## config.mk

```make
export PLATFORM = sky130hd
export DESIGN_NAME = alu_share_arbiter_flat
export DESIGN_NICKNAME = d
export VERILOG_FILES = /design/src/rtl/alu_share_arbiter_if.sv /design/src/rtl/alu_share_arbiter.sv /design/src/flat_wrapper.sv
export SDC_FILE = /design/constraint.sdc
export NUM_CORES = 1
export LEC_CHECK = 0
export ABC_AREA = 0
export BUFFER_PORTS_ARGS = -buffer_cell sky130_fd_sc_hd__buf_2
export CAP_MARGIN = 20
export CORE_ASPECT_RATIO = 0.8
export CORE_MARGIN = 10
export CORE_UTILIZATION = 38
export CTS_CLUSTER_DIAMETER = 50
export CTS_CLUSTER_SIZE = 24
export DETAILED_ROUTE_END_ITERATION = 12
export HOLD_SLACK_MARGIN = 0.1
export PLACE_DENSITY = 0.77
export SLEW_MARGIN = 10
export SYNTH_ARGS = -nofsm -noshare
export SYNTH_HDL_FRONTEND = slang
export SYNTH_SLANG_ARGS = --single-unit
```

## constraint.sdc

```tcl
create_clock -name clk -period 2.1 [get_ports clk]
set_input_delay 0.525 -clock clk [delete_from_list [all_inputs] [get_ports clk]]
set_output_delay 0.525 -clock clk [all_outputs]
set_load 0.005 [all_outputs]
```

## src/rtl/alu_share_arbiter_if.sv

```systemverilog
// Request, shared-ALU and response signals between the requesters, the shared ALU
// and alu_share_arbiter.
interface alu_share_arbiter_if #(
  parameter int unsigned NREQ  = 3,
  parameter int unsigned WIDTH = 32
);
  logic [NREQ-1:0]       req_valid;
  logic [NREQ-1:0]       req_ready;
  logic [4*NREQ-1:0]     req_ctrl;
  logic [WIDTH*NREQ-1:0] req_a;
  logic [WIDTH*NREQ-1:0] req_b;
  logic [3:0]            alu_ctrl;
  logic [WIDTH-1:0]      alu_a;
  logic [WIDTH-1:0]      alu_b;
  logic [WIDTH-1:0]      alu_result;
  logic                  alu_zero;
  logic [NREQ-1:0]       rsp_valid;
  logic [NREQ-1:0]       rsp_ready;
  logic [WIDTH-1:0]      rsp_result;
  logic                  rsp_zero;
  logic                  rsp_err;
  logic                  busy;

  // Arbiter side.
  modport slave (
    input  req_valid, req_ctrl, req_a, req_b, alu_result, alu_zero, rsp_ready,
    output req_ready, alu_ctrl, alu_a, alu_b, rsp_valid, rsp_result, rsp_zero, rsp_err, busy
  );

  // Requester and ALU side.
  modport master (
    output req_valid, req_ctrl, req_a, req_b, alu_result, alu_zero, rsp_ready,
    input  req_ready, alu_ctrl, alu_a, alu_b, rsp_valid, rsp_result, rsp_zero, rsp_err, busy
  );
endinterface

```

## src/rtl/alu_share_arbiter.sv

```systemverilog
// Round-robin arbiter that shares one combinational ALU between NREQ requesters,
// issuing one registered operation at a time and returning its result on a
// valid/ready response channel.
module alu_share_arbiter #(
  parameter int unsigned NREQ  = 3,
  parameter int unsigned WIDTH = 32
) (
  input logic               clk,
  input logic               reset_n,
  alu_share_arbiter_if.slave bus
);
  localparam int unsigned IDXW = (NREQ > 1) ? $clog2(NREQ) : 1;
  localparam logic [IDXW-1:0] LAST = IDXW'(NREQ - 1);

  typedef enum logic [1:0] {StIdle, StExec, StResp} state_e;

  state_e           state_q, state_d;
  logic [IDXW-1:0]  ptr_q, owner_q, grant_idx, ptr_next;
  logic             grant_found, grant_ok;
  logic [3:0]       ctrl_q;
  logic [WIDTH-1:0] a_q, b_q, result_q;
  logic             zero_q, err_q;

  logic [3:0]       ctrl_arr [NREQ];
  logic [WIDTH-1:0] a_arr    [NREQ];
  logic [WIDTH-1:0] b_arr    [NREQ];

  for (genvar i = 0; i < NREQ; i++) begin : g_unpack
    assign ctrl_arr[i] = bus.req_ctrl[4*i +: 4];
    assign a_arr[i]    = bus.req_a[WIDTH*i +: WIDTH];
    assign b_arr[i]    = bus.req_b[WIDTH*i +: WIDTH];
  end

  // Search upward from ptr with wrap; first valid requester wins.
  always_comb begin : rr_grant
    logic [IDXW-1:0] idx;
    idx         = ptr_q;
    grant_found = 1'b0;
    grant_idx   = '0;
    for (int unsigned k = 0; k < NREQ; k++) begin
      if (!grant_found && bus.req_valid[idx]) begin
        grant_found = 1'b1;
        grant_idx   = idx;
      end
      idx = (idx == LAST) ? '0 : idx + 1'b1;
    end
  end

  assign ptr_next = (grant_idx == LAST) ? '0 : grant_idx + 1'b1;
  assign grant_ok = (ctrl_arr[grant_idx] <= 4'd9) || (ctrl_arr[grant_idx] == 4'hF);

  always_ff @(posedge clk or negedge reset_n) begin
    if (!reset_n) state_q <= StIdle;
    else          state_q <= state_d;
  end

  always_comb begin
    state_d = state_q;
    case (state_q)
      StIdle:  if (grant_found) state_d = grant_ok ? StExec : StResp;
      StExec:  state_d = StResp;
      StResp:  if (bus.rsp_ready[owner_q]) state_d = StIdle;
      default: state_d = StIdle;
    endcase
  end

  // req_ready is gated by reset so nothing is offered while reset is held.
  always_comb begin
    bus.req_ready = '0;
    bus.rsp_valid = '0;
    bus.busy      = 1'b0;
    case (state_q)
      StIdle:  if (reset_n && grant_found) bus.req_ready[grant_idx] = 1'b1;
      StExec:  bus.busy = 1'b1;
      StResp: begin
        bus.busy               = 1'b1;
        bus.rsp_valid[owner_q] = 1'b1;
      end
      default: ;
    endcase
  end

  always_ff @(posedge clk or negedge reset_n) begin
    if (!reset_n) begin
      ptr_q    <= '0;
      owner_q  <= '0;
      ctrl_q   <= '0;
      a_q      <= '0;
      b_q      <= '0;
      result_q <= '0;
      zero_q   <= 1'b0;
      err_q    <= 1'b0;
    end else begin
      case (state_q)
        StIdle: begin
          if (grant_found) begin
            ctrl_q  <= ctrl_arr[grant_idx];
            a_q     <= a_arr[grant_idx];
            b_q     <= b_arr[grant_idx];
            owner_q <= grant_idx;
            ptr_q   <= ptr_next;
            if (!grant_ok) begin
              result_q <= '0;
              zero_q   <= 1'b0;
              err_q    <= 1'b1;
            end
          end
        end
        StExec: begin
          result_q <= bus.alu_result;
          zero_q   <= bus.alu_zero;
          err_q    <= 1'b0;
        end
        default: ;
      endcase
    end
  end

  assign bus.alu_ctrl   = ctrl_q;
  assign bus.alu_a      = a_q;
  assign bus.alu_b      = b_q;
  assign bus.rsp_result = result_q;
  assign bus.rsp_zero   = zero_q;
  assign bus.rsp_err    = err_q;
endmodule

```

## src/flat_wrapper.sv

```systemverilog
// flat-port wrapper written by rule: the top's interface ports become plain ports
module alu_share_arbiter_flat 
#(
  parameter int unsigned NREQ  = 3,
  parameter int unsigned WIDTH = 32
)
  (clk, reset_n, bus_req_valid, bus_req_ctrl, bus_req_a, bus_req_b, bus_alu_result, bus_alu_zero, bus_rsp_ready, bus_req_ready, bus_alu_ctrl, bus_alu_a, bus_alu_b, bus_rsp_valid, bus_rsp_result, bus_rsp_zero, bus_rsp_err, bus_busy);
  alu_share_arbiter_if #(.NREQ(NREQ), .WIDTH(WIDTH)) bus_i ();
  input logic clk;
  input logic reset_n;
  input wire logic [$bits(bus_i.req_valid)-1:0] bus_req_valid;
  input wire logic [$bits(bus_i.req_ctrl)-1:0] bus_req_ctrl;
  input wire logic [$bits(bus_i.req_a)-1:0] bus_req_a;
  input wire logic [$bits(bus_i.req_b)-1:0] bus_req_b;
  input wire logic [$bits(bus_i.alu_result)-1:0] bus_alu_result;
  input wire logic [$bits(bus_i.alu_zero)-1:0] bus_alu_zero;
  input wire logic [$bits(bus_i.rsp_ready)-1:0] bus_rsp_ready;
  output wire logic [$bits(bus_i.req_ready)-1:0] bus_req_ready;
  output wire logic [$bits(bus_i.alu_ctrl)-1:0] bus_alu_ctrl;
  output wire logic [$bits(bus_i.alu_a)-1:0] bus_alu_a;
  output wire logic [$bits(bus_i.alu_b)-1:0] bus_alu_b;
  output wire logic [$bits(bus_i.rsp_valid)-1:0] bus_rsp_valid;
  output wire logic [$bits(bus_i.rsp_result)-1:0] bus_rsp_result;
  output wire logic [$bits(bus_i.rsp_zero)-1:0] bus_rsp_zero;
  output wire logic [$bits(bus_i.rsp_err)-1:0] bus_rsp_err;
  output wire logic [$bits(bus_i.busy)-1:0] bus_busy;
  assign bus_i.req_valid = bus_req_valid;
  assign bus_i.req_ctrl = bus_req_ctrl;
  assign bus_i.req_a = bus_req_a;
  assign bus_i.req_b = bus_req_b;
  assign bus_i.alu_result = bus_alu_result;
  assign bus_i.alu_zero = bus_alu_zero;
  assign bus_i.rsp_ready = bus_rsp_ready;
  assign bus_req_ready = bus_i.req_ready;
  assign bus_alu_ctrl = bus_i.alu_ctrl;
  assign bus_alu_a = bus_i.alu_a;
  assign bus_alu_b = bus_i.alu_b;
  assign bus_rsp_valid = bus_i.rsp_valid;
  assign bus_rsp_result = bus_i.rsp_result;
  assign bus_rsp_zero = bus_i.rsp_zero;
  assign bus_rsp_err = bus_i.rsp_err;
  assign bus_busy = bus_i.busy;
  alu_share_arbiter #(.NREQ(NREQ), .WIDTH(WIDTH)) u_core (.clk(clk), .reset_n(reset_n), .bus(bus_i));
endmodule
```

## After elaboration in Yosys (flattened, before gate mapping)

Cells that the tools add are included.
W data, S select, Z words.

- Add/subtract/negate cells: 3
- $lt $le $gt $ge: 9
- Equality and inequality tests: 9
- Mux-type cells: 47
- Bitwise operators: 1
- Reduce and logical (&&, ||, !) cells: 14

Operators by type and width:

| cell | count |
|---|---|
| $mux W32 | 6 |
| $bmux W32 S2 | 2 |
| $pmux W32 S2 | 1 |
| $mux W2 | 9 |
| $lt A2 B3 Y1 const B | 5 |
| $mux W1 | 14 |
| $mux W3 | 3 |
| $bmux W1 S2 | 4 |
| $bmux W4 S2 | 1 |
| $eq A2 B2 Y1 const B | 4 |
| $mux W4 | 2 |
| $add A2 B1 Y2 const B | 3 |
| $pmux W2 S3 | 1 |
| $logic_and A1 B1 Y1 | 5 |
| $demux W1 S2 | 2 |
| $eq A4 B4 Y1 const B | 1 |
| $ge A2 B1 Y1 const B | 2 |
| $le A4 B4 Y1 const B | 1 |
| $ne A2 B1 Y1 const B | 2 |
| $pmux W1 S2 | 2 |
| $reduce_and A2 Y1 | 2 |
| $ge A3 B3 Y1 const B | 1 |
| $not A2 Y3 | 1 |
| $reduce_and A3 Y1 | 1 |
| other kinds (7) | 8 |

- Register bits after elaboration: 108
- Word-level logic and storage cells: 92

## Depth between registers and ports, before layout

Gate-level depths: netlist of the first run.

- Depth in word-level cells: 18
- Gate-level depth with buffers: 9
- Gate-level depth less buffers: 7

## Worst setup path before layout of the first run

No wires, ideal clock.

- Kind: input to register
- Start point: input bus_req_valid[2]
- End point: register u_core.result_q[22], in the netlist u_core.bus.rsp_result[22]
- Setup time: 0.122 ns
- Data arrival time: 2.316 ns
- Slack: -0.337 ns
- Stages: 9
- Buffers on the path: 2
- Cells stage by stage: nor2b_1 -> o21ai_1 -> a22oi_2 -> a221o_1 -> and3b_4 -> or3_1 -> buf_2 -> buf_6 -> a32o_1

- Cells in the longest elaborated chain, start to end: 17
- Elaborated cells between the ends (all ways): 26

RTL lines:

| what | RTL line | text |
|---|---|---|
| start, declared | flat_wrapper.sv:11 | `input wire logic [$bits(bus_i.req_valid)-1:0] bus_req_valid;` |
| $bmux W1 S2 | alu_share_arbiter.sv:41 | `if (!grant_found && bus.req_valid[idx]) begin` |
| $mux W1 (not written as such) | alu_share_arbiter.sv:41 |  |
| $mux W1 | alu_share_arbiter.sv:41 |  |
| $logic_not A1 Y1 | alu_share_arbiter.sv:41 |  |
| $logic_and A1 B1 Y1 | alu_share_arbiter.sv:41 |  |
| $mux W1 | alu_share_arbiter.sv:41 |  |
| $logic_not A1 Y1 | alu_share_arbiter.sv:41 |  |
| $logic_and A1 B1 Y1 | alu_share_arbiter.sv:41 |  |
| $mux W2 | alu_share_arbiter.sv:41 |  |
| $not A2 Y3 (not written as such) | alu_share_arbiter.sv:50 | `assign grant_ok = (ctrl_arr[grant_idx] <= 4'd9) \|\| (ctrl_arr[grant_idx] == 4'hF);` |
| $bmux W4 S2 | alu_share_arbiter.sv:50 |  |
| $mux W4 (not written as such) (2 in a row) | alu_share_arbiter.sv:50 |  |
| $le A4 B4 Y1 / $eq A4 B4 Y1 (equally long branches) | alu_share_arbiter.sv:50 |  |
| $logic_or A1 B1 Y1 | alu_share_arbiter.sv:50 |  |
| $ne A2 B2 Y1 (no source line) | - |  |
| $reduce_and A3 Y1 (no source line) (*) | - |  |
| end signal, assigned | alu_share_arbiter.sv:110 | `result_q <= bus.alu_result;` |
| end, declared | alu_share_arbiter.sv:21 | `logic [WIDTH-1:0] a_q, b_q, result_q;` |

Every way passes the cells marked *; elsewhere a longest branch is shown, timed or not. The select of a mux whose other input is x is not followed.
A chain may end at the register's enable or synchronous reset.

## Worst setup path in the final report of the first run

- Start point: register u_core.ptr_q[0]
- End point: register u_core.result_q[22], in the netlist u_core.bus.rsp_result[22]

- Cells in the longest elaborated chain, start to end: 17
- Elaborated cells between the ends (all ways): 32

RTL lines:

| what | RTL line | text |
|---|---|---|
| start, declared | alu_share_arbiter.sv:18 | `logic [IDXW-1:0] ptr_q, owner_q, grant_idx, ptr_next;` |
| start signal, assigned | alu_share_arbiter.sv:101 | `ptr_q <= ptr_next;` |
| parallel branches: the longest is 16 deep, another holds $add A2 B1 Y2 | - |  |
| $reduce_and A3 Y1 (no source line) (*) | - |  |

Every way passes the cells marked *. The select of a mux whose other input is x is not followed.

==> qor.yml, run 1 <==
postRouteAntennaNets: 0
final_util: 0.581
clock_latency_ps: 350
initial_core_util: 0.385
antenna_found_initial: 1
yosys.area_share.xor_xnor: 0
synthAdderAreaFrac: 0.00722
layout_setup_ws_ps: -349
clk_pin_slew_ps: 80
dpl.hpwl_um: 15900
max_stage_delay_ps: 440
track_usage: 0.203
synthToLayoutAreaGrowth_pct: 50.8
violations: "negative setup slack"
wl_per_cell_um: 19.3
ys_seq_area_frac: 0.520
synthDistinctLibCells: 38
syn_area_sq_mm: 0.00520
worst_ep_required_time_ps: 2320
grt_setup_unrepaired: "true"
dieArea_sq_mm: 0.0188
grt_pass1_vias: 5588
tightest_slew_ps: 560
place_area_sq_mm: 0.00733
leakagePower_nw: 4.06
routed-via-count: 5499
synthCells: 527
drive_gt1_frac: 0.488
finalNetCount: 1131
p_total_w: 0.0108
vias_per_cell: 5.14
portBuffers: 353
start_kind: "register"
fin_crit_ps: 2450
status: "finished, violations left"
worstSetupPathType: "reg -> reg"
yosys.area_share.simple: 0.0903
clock_skew_ps: 7.79
place_congestion: 0.857
critical_path_arrival_ps: 2670
cts-root-buf: "clkbuf_16"
relSlewSlack: 0.627
fill_cells: 1220
maxSlewViolCount: 0
first_pass_iters: 5
postSynthRegisterBits: 108
clockBufferDepth: 2
grt_pass1_wl_um: 30600
synth-edff-count: 0
cap_violations: 0
stdcell_count: 1069
cp-end-kind: "register"
crit_path_cell_trace: "nand2b_4, and2_4, and3_4, a221o_1, and3b_4, or3_4, clkbuf_16, a32o_1"
final_cell_mix: "352 x buf_2, 106 x dfrtp_1, 79 x nand2_1"
grt_overflow: 0
ir_worst_vdd_uv: 614
crit_family: "simple AND/OR/NAND/NOR gates"
grt_max_degree: 109
drc: 0
synth_ff_type: "dfrtp_1"
worst-path-max-fanout: 8
core_area_sq_mm: 0.0135
dp_cells: 1043
hold_viol_final: 0
power_density_mw_per_mm2: 1380
rows: 38
synth_mux_area_frac: 0.0103
cts_hold_buffers: 0
routed_wl_um: 20600
regArea_sq_mm: 0.00271
ys_async_sr_fraction: 1.00
dieHeight_um: 125
synth-compound-area-share: 0.329
hold_class: "in -> async"
syn-num-nets: 775
drt_iter0_drc: 282
critPathBufInv: 1
finalSetupViolCount: 38
multiInputGateArea_sq_mm: 0.00237
clock_sinks: 108
fmax_mhz: 408
tns_ps: -10730
final_common_cell: "buf_2"
ys_warn_count: 0
avgSynthCellArea_sq_um: 9.86
die_w_um: 151
cts_made_buffers: 9
final_cell_area_sq_mm: 0.00784
min_period_over_period: 1.17
synth_top_family_by_area: "compound AO/OA/AOI/OAI gates"
cts_tree: "built"
io_pins: 354
cts_max_level: 3
slowest_stage: "dfrtp_2"
[logic make-up after synthesis]
kind of cell,after synthesis
AO/OA/AOI/OAI,251
adder cells (fa/ha/maj),3
buffers and inverters,52
flip-flops,108
multiplexers,5
AND/OR/NAND/NOR,108
[worst paths after layout]
path                                                         endpoint  cells past startpoint  slack [ps]                              from
worst max-delay path            u_core.bus.rsp_result[22]$_DFFE_PN0P_                      8        -350       u_core.ptr_q[0]$_DFFE_PN0P_
max in group asynchronous            u_core.bus.alu_a[17]$_DFFE_PN0P_                      2        1400                           reset_n
worst max register to register  u_core.bus.rsp_result[22]$_DFFE_PN0P_                      8        -350       u_core.ptr_q[0]$_DFFE_PN0P_
worst min register to register       u_core.bus.alu_a[14]$_DFFE_PN0P_                      2         480  u_core.bus.alu_a[14]$_DFFE_PN0P_
min in group clk                u_core.bus.rsp_result[14]$_DFFE_PN0P_                      2         390                bus_alu_result[14]
worst min-delay path                  u_core.bus.alu_a[4]$_DFFE_PN0P_                      2         280                           reset_n
[registers in the layout, indices dropped and copies added (netlist names)]
signal                 cells
u_core.state_q             2
u_core.ptr_q               2
u_core.bus.rsp_zero        1
u_core.bus.alu_a          32
u_core.bus.rsp_err         1
u_core.bus.alu_ctrl        4
u_core.owner_q             2
u_core.bus.rsp_result     32
u_core.bus.alu_b          32
[per-layer routing]
layer,routed length (um),GRT usage,vias to the layer above,part of all wire
li1,-,-,2673,-
met1,7870,0.232,2552,0.38
met2,10300,0.351,254,0.50
met4,204,0.0379,2,0.0099
met3,2290,0.0781,18,0.11
met5,7,0,-,0.00034
[layout make-up]
| cell class | count | area share |
|---|---|---|
| Timing Repair Buffer | 392 | 0.281 |
| Clock buffer | 9 | 0.0287 |
| Clock inverter | 7 | 0.0104 |
| Antenna cell | 1 | 0.000319 |
| Multi-Input combinational cell | 367 | 0.303 |
| Inverter | 5 | 0.00239 |
| Sequential cell | 108 | 0.345 |
| Tap cell | 180 | 0.0287 |
[per-stage QoR]
stage	setup slack, ps	hold WS [ps]
2_1_floorplan	-314	229
6_report	-349	282
4_1_cts	-294	294
3_5_place_dp	-495	464
3_3_place_gp	-451	457
5_1_grt	-399	321
[timing repair]
| action | 4_1_cts | 5_1_grt |
|---|---|---|
| pin swaps | 4 | 6 |
| resized for setup | 12 | 11 |
| gates cloned | 1 | 1 |
| setup endpoints to repair | 40 | 47 |
| buffers inserted | 8 | 2 |
[cell usage after synthesis, types with 2 or more instances]
cell      number  area share
dfrtp_1      108        0.52
nand2_1       81       0.058
o21ai_0       72       0.069
a21oi_1       65       0.063
a22o_1        64        0.11
clkbuf_1      35       0.025
a32o_1        33       0.064
nor2_1         6      0.0043
buf_1          5      0.0036
inv_1          5      0.0036
a31oi_1        4      0.0048
buf_2          4      0.0039
nor3_1         4      0.0039
buf_6          3      0.0065
ha_1           3      0.0072
mux2_2         3      0.0065
a221o_1        2      0.0039
and2_1         2      0.0024
and3_1         2      0.0024
mux2i_1        2      0.0039
nand3_1        2      0.0019
nor2b_1        2      0.0024
nor3b_1        2      0.0029
o21ai_1        2      0.0019
o22ai_1        2      0.0024
or3_1          2      0.0024
[power by group]
group | internal, W | switching (W) | leakage (nW)
clock | 0.000945 | 0.000812 | 0.152
combinational | 0.00257 | 0.00285 | 2.55
sequential | 0.00306 | 0.000546 | 1.35
total | 0.00658 | 0.00421 | 4.06
No activity file was read; power rests on OpenSTA's default activity.
==> run 2: changes to the inputs <==
Settings changed: CORE_AREA from default to 10 10 130 132, CORE_ASPECT_RATIO 0.8 to default, CORE_MARGIN 10 to default, CORE_UTILIZATION 38 to default, CTS_BUF_LIST from default to sky130_fd_sc_hd__clkbuf_4, DIE_AREA from default to 0 0 140 142, PLACE_DENSITY 0.77 to 0.74.
==> run 2 against run 1 <==
Against the previous run:
- sequential share of layout area increased by 0.35 points
- power fell by 4.1%
- the run still ends with negative setup slack left
- worst hold slack got worse by 190 ps
==> qor.yml, run 2 (synthesis gave the netlist of run 1 again) <==
crit_path_cell_trace: "nand2b_4, a21oi_2, nor2_4, a221o_1, and3b_4, or3_4, clkbuf_16, a32o_1"
drc: 0  # unchanged
drt_iter0_drc: 389  # +38%
drive_gt1_frac: 0.493  # +0.00563
clk_pin_slew_ps: 160  # +80 ps
cts_made_buffers: 9  # unchanged
pre_cts_slack_ps: -479  # +16.5 ps
swShare: 0.395  # +0.00515
routed_wl_um: 20100  # -2.5%
initial_core_util: 0.363  # -0.0218
critical_path_arrival_ps: 2800  # +130 ps
cp-end-kind: "register"
maxSlewViolCount: 0  # unchanged
final_common_cell: "buf_2"
clock_skew_ps: 17.4  # +9.58 ps
power_switching_w: 0.00409  # -2.9%
power.share.clock: 0.128  # -0.035
fin_crit_ps: 2440  # -13.8 ps
core_area_sq_mm: 0.0143  # +6.0%
worstSetupPathType: "reg -> reg"
grt_pass1_wl_um: 30200  # -1.2%
rows: 44  # +16%
grt_overflow: 0  # unchanged
final_cell_mix: "352 x buf_2, 107 x dfrtp_1, 78 x nand2_1"
layout_setup_ws_ps: -335  # +13.8 ps
grt_max_degree: 109  # unchanged
die_w_um: 140  # -7.1%
hold_viol_final: 0  # unchanged
clock_latency_ps: 470  # +120 ps
postRouteAntennaNets: 0  # unchanged
power_density_mw_per_mm2: 1330  # -3.1%
sequentialPowerShare: 0.345  # +0.011
dieHeight_um: 142  # +14%
first_pass_iters: 4  # -1
final_util: 0.542  # -0.0386
relSlewSlack: 0.590  # -0.0365
cap_violations: 0  # unchanged
dp_cells: 1045  # +0.19%
wl_per_cell_um: 18.8  # -2.9%
antenna_found_initial: 1  # unchanged
clock_sinks: 108  # unchanged
ir_worst_vdd_uv: 765  # +24%
synthToLayoutAreaGrowth_pct: 49.2
start_kind: "register"
clockBufferDepth: 2  # unchanged
dieArea_sq_mm: 0.0199  # +5.8%
place_area_sq_mm: 0.00732  # -0.14%
place_congestion: 0.874  # +1.9%
stdcell_count: 1073  # +0.37%
critPathBufInv: 1  # unchanged
finalNetCount: 1131  # unchanged
max_stage_delay_ps: 450  # about the same
p_int_w: 0.00625  # -4.9%
fmax_mhz: 411  # +0.57%
final_cell_area_sq_mm: 0.00776  # -1.0%
min_period_over_period: 1.16  # -0.00656
worst_ep_required_time_ps: 2460  # +140 ps
leakagePower_nw: 4.01  # -1.2%
io_pins: 354  # unchanged
grt_pass1_vias: 5608  # +0.36%
status: "finished, violations left"
crit_family: "simple AND/OR/NAND/NOR gates"
tightest_slew_ps: 615  # +54.7 ps
violations: "negative setup slack"
combPwrFrac: 0.527  # +0.024
cts_max_level: 3  # unchanged
cts_tree: "built"
finalSetupViolCount: 38  # unchanged
portBuffers: 353  # unchanged
cts-root-buf: "clkbuf_4"
dpl.hpwl_um: 15500  # -2.8%
track_usage: 0.187  # -0.0157
slowest_stage: "or3_4"
routed-via-count: 5502  # +0.055%
worst-path-max-fanout: 8  # unchanged
hold_class: "in -> async"
p_total_w: 0.0103  # -4.1%
grt_setup_unrepaired: "true"
vias_per_cell: 5.13  # -0.32%
[run 2: changes by cell type in the layout (fill, tap and decap cells not counted), sizes merged]
cell and delta:
bufinv +2, inv -2, clkbuf +2, clkinv -2
clkinvlp +2, buf -2
[run 2: cell type report]
type	count	area, sq um
diodes	1	2.50
clock buffers	9	67.6
clock inverters	7	123
fillers	1332	6560
inverters	5	18.8
multi-input cells	367	2390
flip-flops and latches	108	2700
well taps	184	230
repair buffers	392	2220
[run 2: power groups by stage]
| stage | sequential [W] | combinational (W) | clock, W |
|---|---|---|---|
| after floorplan | 0.00366 | 0.00277 | 0 |
| after global placement | 0.00357 | 0.00502 | 0 |
| after detailed placement | 0.00358 | 0.00514 | 0 |
| after CTS | 0.00356 | 0.00529 | 0.00137 |
| after global routing | 0.00369 | 0.00605 | 0.00145 |
| final | 0.00356 | 0.00545 | 0.00132 |
[run 2: routing by layer]
layer,GRT usage,share of wire
met1,0.207,0.38
met2,0.321,0.51
met3,0.0814,0.10
met4,0.0522,0.014
met5,0,0
[run 2: metrics by stage]
step	hold WS [ps]	TNS [ps]
6_report	90.3	-11640
3_5_place_dp	465	-26520
2_1_floorplan	229	-10290
5_1_grt	138	-15020
4_1_cts	105	-11450
3_3_place_gp	456	-22510
[run 2: worst paths after layout]
kind / slack (ps) / cells past startpoint / startpoint / endpoint
hold reg to reg: 500 / 2 / u_core.bus.alu_a[9]$_DFFE_PN0P_ / u_core.bus.alu_a[9]$_DFFE_PN0P_
max in group asynchronous: 1480 / 2 / reset_n / u_core.ptr_q[1]$_DFFE_PN0P_
setup / recovery: -340 / 8 / u_core.ptr_q[0]$_DFFE_PN0P_ / u_core.bus.rsp_result[9]$_DFFE_PN0P_
hold / removal: 90 / 2 / reset_n / u_core.bus.alu_a[1]$_DFFE_PN0P_
setup reg to reg: -340 / 8 / u_core.ptr_q[0]$_DFFE_PN0P_ / u_core.bus.rsp_result[9]$_DFFE_PN0P_
min in group clk: 270 / 2 / bus_alu_result[3] / u_core.bus.rsp_result[3]$_DFFE_PN0P_
[run 2: worst register-to-register path, cell delays in order, from the launching register on]
cell	delay, ps
dfrtp_1	430
nand2b_4	170
a21oi_2	250
nor2_4	60
a221o_1	370
and3b_4	190
or3_4	450
clkbuf_16	200
a32o_1	220
[run 2: timing repair]
item / 4_1_cts / 5_1_grt
gates resized for setup: 13 / 15
cloned: 1 / 2
buffers inserted: 6 / 3
hold buffers: 0 / 0
setup endpoints to repair: 43 / 43
pin swaps: 7 / 10
